`config.mk`:
```
export PLATFORM = sky130hd
export DESIGN_NAME = mc_data_serialize
export DESIGN_NICKNAME = d
export VERILOG_FILES = /design/src/rtl/mc_pkg.sv /design/src/rtl/mc_word_buf2.sv /design/src/rtl/mc_data_serialize.sv
export SDC_FILE = /design/constraint.sdc
export NUM_CORES = 1
export LEC_CHECK = 0
export CORE_MARGIN = 3
export CORE_UTILIZATION = 55
export DETAILED_ROUTE_END_ITERATION = 8
export DONT_BUFFER_PORTS = 1
export PLACE_DENSITY = 0.73
export SLEW_MARGIN = 15
export SYNTH_ARGS = -nofsm -noshare
export SYNTH_HDL_FRONTEND = slang
export SYNTH_HIERARCHICAL = 1
export SYNTH_SLANG_ARGS = --single-unit
```
`constraint.sdc`:
```
create_clock -name pll_clock -period 5.6 [get_ports pll_clock]
set_clock_uncertainty 0.2 [all_clocks]
set_input_delay 1.68 -clock pll_clock [delete_from_list [all_inputs] [get_ports pll_clock]]
set_output_delay 1.68 -clock pll_clock [all_outputs]
set_load 0.01 [all_outputs]
```
`src/rtl/mc_pkg.sv`:
```
// Shared constants and types for the pll_clock-side multi-clock datapath blocks.
package mc_pkg;

  localparam int MC_BEAT_W = 32;
  localparam int MC_WCNT_W = 16;

  typedef enum logic {
    HALF_LO = 1'b0,
    HALF_HI = 1'b1
  } half_e;

endpackage

```
`src/rtl/mc_word_buf2.sv`:
```
// Two-entry double-width valid/ready buffer; a pushed word is readable the cycle after the push.
// wr_ready drops when both entries are held; a pop frees a slot only from the next cycle.
module mc_word_buf2 #(
  parameter int DW = 64
) (
  input  logic          pll_clock,
  input  logic          reset_n,
  input  logic [DW-1:0] wr_data,
  input  logic          wr_valid,
  output logic          wr_ready,
  output logic [DW-1:0] rd_data,
  output logic          rd_valid,
  input  logic          rd_pop
);

  logic [DW-1:0] mem [2];
  logic          wr_ptr;
  logic          rd_ptr;
  logic [1:0]    count;
  logic          push;
  logic          pop;

  // in_ready depends only on count, never on the consumer side
  assign wr_ready = reset_n & (count != 2'd2);
  assign rd_valid = (count != 2'd0);
  assign rd_data  = mem[rd_ptr];
  assign push     = wr_valid & wr_ready;
  assign pop      = rd_pop & rd_valid;

  always_ff @(posedge pll_clock or negedge reset_n) begin
    if (!reset_n) begin
      mem[0] <= '0;
      mem[1] <= '0;
      wr_ptr <= 1'b0;
      rd_ptr <= 1'b0;
      count  <= 2'd0;
    end else begin
      if (push) begin
        mem[wr_ptr] <= wr_data;
        wr_ptr      <= ~wr_ptr;
      end
      if (pop) begin
        rd_ptr <= ~rd_ptr;
      end
      case ({push, pop})
        2'b10:   count <= count + 2'd1;
        2'b01:   count <= count - 2'd1;
        default: count <= count;
      endcase
    end
  end

endmodule

```
`src/rtl/mc_data_serialize.sv`:
```
// Splits buffered double-width words into two single-width beats on consecutive accepted cycles.
// First beat appears one cycle after push into an empty buffer; out_ready low freezes the current beat.
module mc_data_serialize
  import mc_pkg::*;
#(
  parameter int WIDTH     = MC_BEAT_W,
  parameter bit LSB_FIRST = 1'b1
) (
  input  logic                 pll_clock,
  input  logic                 reset_n,
  input  logic [2*WIDTH-1:0]   in_data,
  input  logic                 in_valid,
  output logic                 in_ready,
  output logic [WIDTH-1:0]     out_data,
  output logic                 out_valid,
  input  logic                 out_ready,
  output logic                 out_last,
  output logic [MC_WCNT_W-1:0] word_count
);

  logic [2*WIDTH-1:0]   buf_data;
  logic                 buf_valid;
  logic                 buf_pop;
  logic                 beat_acc;
  logic                 upper_sel;
  half_e                half_q;
  half_e                half_d;
  logic [MC_WCNT_W-1:0] word_count_q;

  mc_word_buf2 #(
    .DW (2*WIDTH)
  ) u_buf (
    .pll_clock (pll_clock),
    .reset_n   (reset_n),
    .wr_data   (in_data),
    .wr_valid  (in_valid),
    .wr_ready  (in_ready),
    .rd_data   (buf_data),
    .rd_valid  (buf_valid),
    .rd_pop    (buf_pop)
  );

  assign beat_acc = buf_valid & out_ready;

  always_comb begin
    half_d  = half_q;
    buf_pop = 1'b0;
    if (beat_acc) begin
      if (half_q == HALF_LO) begin
        half_d = HALF_HI;
      end else begin
        half_d  = HALF_LO;
        buf_pop = 1'b1;
      end
    end
  end

  always_ff @(posedge pll_clock or negedge reset_n) begin
    if (!reset_n) begin
      half_q <= HALF_LO;
    end else begin
      half_q <= half_d;
    end
  end

  // Second beat takes the upper half when low-half-first, and vice versa
  assign upper_sel = LSB_FIRST ? (half_q == HALF_HI) : (half_q == HALF_LO);

  always_comb begin
    out_data = '0;
    if (buf_valid) begin
      out_data = upper_sel ? buf_data[2*WIDTH-1:WIDTH] : buf_data[WIDTH-1:0];
    end
  end

  assign out_valid = buf_valid;
  assign out_last  = buf_valid & (half_q == HALF_HI);

  always_ff @(posedge pll_clock or negedge reset_n) begin
    if (!reset_n) begin
      word_count_q <= '0;
    end else if (buf_pop) begin
      word_count_q <= word_count_q + 1'b1;
    end
  end

  assign word_count = word_count_q;

endmodule

```
==> results.sh, run 1 <==
export IMPL_vias=3797
export IMPL_path_clk_slew_ns=0.06
export IMPL_globalplace_congestion=0.754
export IMPL_power_density_nw_per_um2=636
export IMPL_wirelength_um=14200
export IMPL_clk_latency_ns=0.41
export IMPL_syn_num_nets=565
export IMPL_cap_violations=0
export IMPL_synth_cells=495
export IMPL_ff2ff_path_depth=7
export IMPL_ant_nets=0
export IMPL_final_cell_mix="dfrtp_1 (147), mux2_4 (120), mux2_2 (72)"
export IMPL_grt_usage=0.197
export IMPL_max_clock_path_buffers=2
export IMPL_area_growth_pct=7.82
export IMPL_slowest_delay_ns=0.96
export IMPL_n_antenna_cell=0
export IMPL_vdd_drop_max_mv=0.331
export IMPL_clkSinkCount=149
export IMPL_end_kind="output port"
export IMPL_initialDrtViolationCount=209
export IMPL_synthFlopType="dfrtp_1"
export IMPL_yosys_warnings=6
export IMPL_grtUsageMet1=0.258
export IMPL_met3_usage=0.0840
export IMPL_finish_utilization=0.613
export IMPL_max_freq_mhz=232
export IMPL_ys_ff_latch=149
export IMPL_hold_viol_final=0
export IMPL_cp_required_ns=3.72
export IMPL_die_x_um=124
export IMPL_antenna_found_initial=0
export IMPL_p_leak_nw=3.84
export IMPL_fin_nets=562
export IMPL_synth_edf_count=0
export IMPL_crit_path_cell_trace="buf_4 -> mux2_2 -> mux2i_1 -> nor2b_1"
export IMPL_cts_resized=0
export IMPL_async_reset_ff_frac=1.00
export IMPL_status="complete, no violations"
export IMPL_seq_area_frac_synth=0.490
export IMPL_avgSynthCellArea_sq_um=15.4
export IMPL_ios=119
export IMPL_viasPerCell=5.58
export IMPL_finalSetupViolations=0
export IMPL_drc=0
export IMPL_post_cts_setup_buffers=0
export IMPL_slowest_stage="dfrtp_2"
export IMPL_critical_path_class="flop to output port"
export IMPL_holdWs_ns=0.304
export IMPL_rows=42
export IMPL_gr_total_overflow=0
export IMPL_slew_violations=0
export IMPL_r2r_slack_ns=3.00
export IMPL_netlist_cell_type_count=30
export IMPL_die_h_um=124
export IMPL_arrival_ns=2.43
export IMPL_dpl_hpwl_um=8830
export IMPL_initial_core_util=0.568
export IMPL_wl_per_cell_um=20.9
export IMPL_timing_rr_start="u_buf/count[1]"
export IMPL_port_buffers=0
export IMPL_max_slew_margin=0.386
export IMPL_worstPathMaxFanout=36
export IMPL_grt_max_degree=154
export IMPL_grt_pass1_wl_um=23100
export IMPL_post_route_min_period_ns=4.31
export IMPL_hp_class="flop to flop"
export IMPL_holdPathStages=1
export IMPL_hold_buffers=0
export IMPL_gr_usage_met2=0.297
export IMPL_worstMarginPinSlew_ns=0.922
export IMPL_placedInstanceArea_sq_um=7610
export IMPL_grt_pass1_vias=4265
export IMPL_mostFrequentLayoutCell="dfrtp_1"
export IMPL_synthesis_area_sq_um=7610
export IMPL_cp_start_kind="flop"
export IMPL_period_share=0.769
export IMPL_finalInstanceArea_sq_um=8210
export IMPL_cts_root_buf="clkbuf_16"
export IMPL_core_sq_um=13400
export IMPL_r2r_end="u_buf/count[1]"
export IMPL_totalNegativeSetupSlack_ns=0
export IMPL_rsz0062_at_grt="no"
export IMPL_whs_endpoint="u_buf/mem[17]"
export IMPL_numCtsBuffers=17
export IMPL_die_area_sq_um=15300
export IMPL_busiest_layer="met2"
export IMPL_drive_gt1_frac=0.469
export IMPL_htree_num_levels=4
export IMPL_cts_tree="yes"
export IMPL_holdCritStartpoint="u_buf/mem[17]"
export IMPL_drt_pass1_iterations=4
-- per-layer routing --
metal	share of wire	vias to the layer above
met3	0.085	18
met1	0.43	1944
met2	0.47	88
li1	-	1747
met4	0.014	0
met5	0	-
-- sequential cells by signal (all words and copies together) (netlist names) --
signal,flops
u_buf/wr_ptr,1
u_buf/rd_ptr,1
u_buf/count,2
word_count,16
half_q,1
u_buf/mem,128
-- where the power goes --
| part | internal [mW] | total, mW | switching, mW |
|---|---|---|---|
| registers | 1.59 | 2.01 | 0.420 |
| clock network | 0.722 | 1.15 | 0.428 |
| logic | 1.30 | 2.07 | 0.767 |
-- final cells by class --
| type | count | area, sq um |
|---|---|---|
| timing repair buffer | 6 | 45.0 |
| inverter | 2 | 7.51 |
| tap | 176 | 220 |
| multi-input combinational | 316 | 3610 |
| clock inverter | 9 | 126 |
| clock buffer | 23 | 468 |
| sequential | 149 | 3730 |
| fill | 993 | 5190 |
-- per-stage QoR --
step | std cells | worst slack [ns] | power, mW
2_1_floorplan | 495 | 1.87 | 3.77
3_3_place_gp | 649 | 1.72 | 4.02
3_5_place_dp | 649 | 1.70 | 4.09
4_1_cts | 681 | 1.25 | 5.28
5_1_grt | 681 | 1.15 | 5.54
6_report | 681 | 1.29 | 5.22
-- cells by family after synthesis --
group / after synthesis / share of synthesized area
XOR/XNOR: 21 / 0.0242
AND/OR/NAND/NOR: 69 / 0.0610
multiplexers: 224 / 0.385
adder cells (fa/ha/maj): 2 / 0.00329
buffers and inverters: 30 / 0.0365
flip-flops: 149 / 0.490
-- cells in the mapped netlist, types with 4 or more instances --
library cell	instances	area share
nand2_1	8	0.0039
nand3_1	7	0.0046
dfrtp_1	149	0.49
mux2_4	120	0.24
nor2b_1	32	0.026
xor2_1	6	0.0069
buf_2	9	0.0059
nor2_1	4	0.0020
clkbuf_1	5	0.0025
mux2i_1	32	0.042
mux2_2	72	0.11
buf_6	7	0.010
buf_12	6	0.016
xnor2_1	15	0.017
-- critical path, delay by kind of cell, from the launching register on --
kind / cells / cell delay, ns
DFF: 1 / 0.96
and+or+nand+nor: 1 / 0.10
muxes: 2 / 0.53
buffers and inverters: 1 / 0.39
-- how the worst max path moves through the flow --
stage / start / endpoint / slack, ns / depth (start not counted)
floorplan: reset_n / in_ready / 1.87 / 1
global placement: u_buf/rd_ptr / out_data[31] / 1.72 / 4
detailed placement: u_buf/rd_ptr / out_data[3] / 1.70 / 4
CTS: u_buf/rd_ptr / out_data[3] / 1.25 / 4
global route: u_buf/rd_ptr / out_data[30] / 1.15 / 4
finish: u_buf/rd_ptr / out_data[30] / 1.29 / 4
Note: power is estimated with default switching activity, not from simulation.
==> inputs of run 2 (changes only) <==
- clock period: 5.6 -> 4.5 ns (I/O delays scaled with it)
==> run 2 against run 1 <==
  * Total power grew 25%
  * Critical path depth is the same
  * Critical endpoint is now out_data[5]
  * Flip-flop and latch count is the same
  * Design area grew 0.44%
  * Clock-buffer cell count is the same
  * Critical path type unchanged
  * Combinational power grew 29%
  * Clock power grew 25%
  * Non-clock buffer count grew 2
  * First-iteration DRC count grew 9.1%
  * Core utilization grew 0.27 points
  * Die area is the same
==> results.sh, run 2 (synthesized netlist as in run 1, its figures left out) <==
export IMPL_core_sq_um=13400
export IMPL_gr_total_overflow=0
export IMPL_numCtsBuffers=17
export IMPL_worstMarginPinSlew_ns=0.804
export IMPL_ios=119
export IMPL_drt_pass1_iterations=4
export IMPL_final_cell_mix="dfrtp_1 (147), mux2_4 (120), mux2_2 (72)"
export IMPL_max_slew_margin=0.464
export IMPL_initial_core_util=0.568
export IMPL_critical_path_class="flop to output port"
export IMPL_grt_max_degree=154
export IMPL_finish_utilization=0.615
export IMPL_n_antenna_cell=0
export IMPL_met3_usage=0.0772
export IMPL_hp_class="flop to flop"
export IMPL_grt_pass1_wl_um=23300
export IMPL_largest_reg_flops=128
export IMPL_die_h_um=124
export IMPL_cap_violations=0
export IMPL_place_ws_ns=1.32
export IMPL_globalplace_congestion=0.754
export IMPL_die_area_sq_um=15300
export IMPL_mostFrequentLayoutCell="dfrtp_1"
export IMPL_vias=3806
export IMPL_finalSetupViolations=0
export IMPL_wirelength_um=14500
export IMPL_arrival_ns=2.06
export IMPL_cts_root_buf="clkbuf_16"
export IMPL_worstPathMaxFanout=30
export IMPL_post_route_min_period_ns=3.61
export IMPL_ff2ff_path_depth=8
export IMPL_post_cts_setup_buffers=0
export IMPL_wl_per_cell_um=21.2
export IMPL_fin_nets=564
export IMPL_placedInstanceArea_sq_um=7640
export IMPL_period_share=0.802
export IMPL_p_leak_nw=3.86
export IMPL_gr_usage_met2=0.304
export IMPL_drc=0
export IMPL_power_density_nw_per_um2=792
export IMPL_port_buffers=0
export IMPL_cp_start_kind="flop"
export IMPL_r2r_end="u_buf/count[1]"
export IMPL_timing_rr_start="u_buf/count[1]"
export IMPL_clkSinkCount=149
export IMPL_cts_tree="yes"
export IMPL_die_x_um=124
export IMPL_max_freq_mhz=277
export IMPL_end_kind="output port"
export IMPL_initialDrtViolationCount=228
export IMPL_viasPerCell=5.57
export IMPL_rsz0062_at_grt="no"
export IMPL_worstSetupStartpoint="u_buf/rd_ptr"
export IMPL_vdd_drop_max_mv=0.383
export IMPL_postLayoutSetupSlackWorst_ns=0.891
export IMPL_slew_violations=0
export IMPL_clk_latency_ns=0.42
export IMPL_hold_viol_final=0
export IMPL_dpl_hpwl_um=9210
export IMPL_busiest_layer="met2"
export IMPL_grt_pass1_vias=4329
export IMPL_grtUsageMet1=0.259
export IMPL_finalInstanceArea_sq_um=8240
export IMPL_cts_resized=0
export IMPL_hold_buffers=0
export IMPL_cp_required_ns=2.95
export IMPL_max_clock_path_buffers=2
export IMPL_critPathCapture="out_data[5]"
export IMPL_drive_gt1_frac=0.473
export IMPL_r2r_slack_ns=1.84
export IMPL_area_growth_pct=8.30
export IMPL_totalNegativeSetupSlack_ns=0
export IMPL_status="complete, no violations"
export IMPL_path_clk_slew_ns=0.06
export IMPL_top_register="u_buf/mem"
export IMPL_totalPowerFinal_mw=6.53
export IMPL_rows=42
export IMPL_htree_num_levels=4
export IMPL_ant_nets=0
export IMPL_grt_usage=0.200
export IMPL_antenna_found_initial=0
-- run 2: worst min path at each step --
stage | cells after the start | slack (ns) | to | start
after global placement | 1 | 0.28 | u_buf/mem[0] | u_buf/mem[0]
after detailed placement | 1 | 0.29 | u_buf/mem[17] | u_buf/mem[17]
after CTS | 1 | 0.31 | u_buf/mem[2] | u_buf/mem[2]
final | 1 | 0.30 | u_buf/mem[71] | u_buf/mem[71]
after global routing | 1 | 0.32 | u_buf/mem[126] | u_buf/mem[126]
after floorplan | 1 | 0.27 | u_buf/mem[0] | u_buf/mem[0]
-- run 2: worst max-delay path, stage by stage (launching register included) --
cell	delay, ns
dfrtp_2	0.51
buf_4	0.44
mux2_2	0.39
mux2i_1	0.17
nor2b_1	0.11
-- run 2: power breakdown --
part,internal (mW),switching [mW]
clock network,0.912,0.526
registers,1.98,0.445
logic,1.62,1.05
total,4.51,2.02
-- run 2: cell type report --
| cell class | instances | area (sq um) |
|---|---|---|
| clock buffer | 23 | 478 |
| multi-input combinational | 316 | 3610 |
| fill | 1016 | 5160 |
| inverter | 2 | 7.51 |
| clock inverter | 9 | 125 |
| timing repair buffer | 8 | 72.6 |
| tap | 176 | 220 |
| sequential | 149 | 3730 |
-- run 2: metal layers --
metal / vias up / routed length (um)
li1: 1739 / -
met1: 1969 / 6270
met2: 80 / 6820
met3: 18 / 1170
met4: 0 / 218
met5: - / 0
-- run 2: per-stage QoR --
step / hold WS, ns / instances
final: 0.304 / 683
after global routing: 0.320 / 683
after CTS: 0.306 / 683
after detailed placement: 0.288 / 651
after global placement: 0.282 / 651
after floorplan: 0.274 / 495
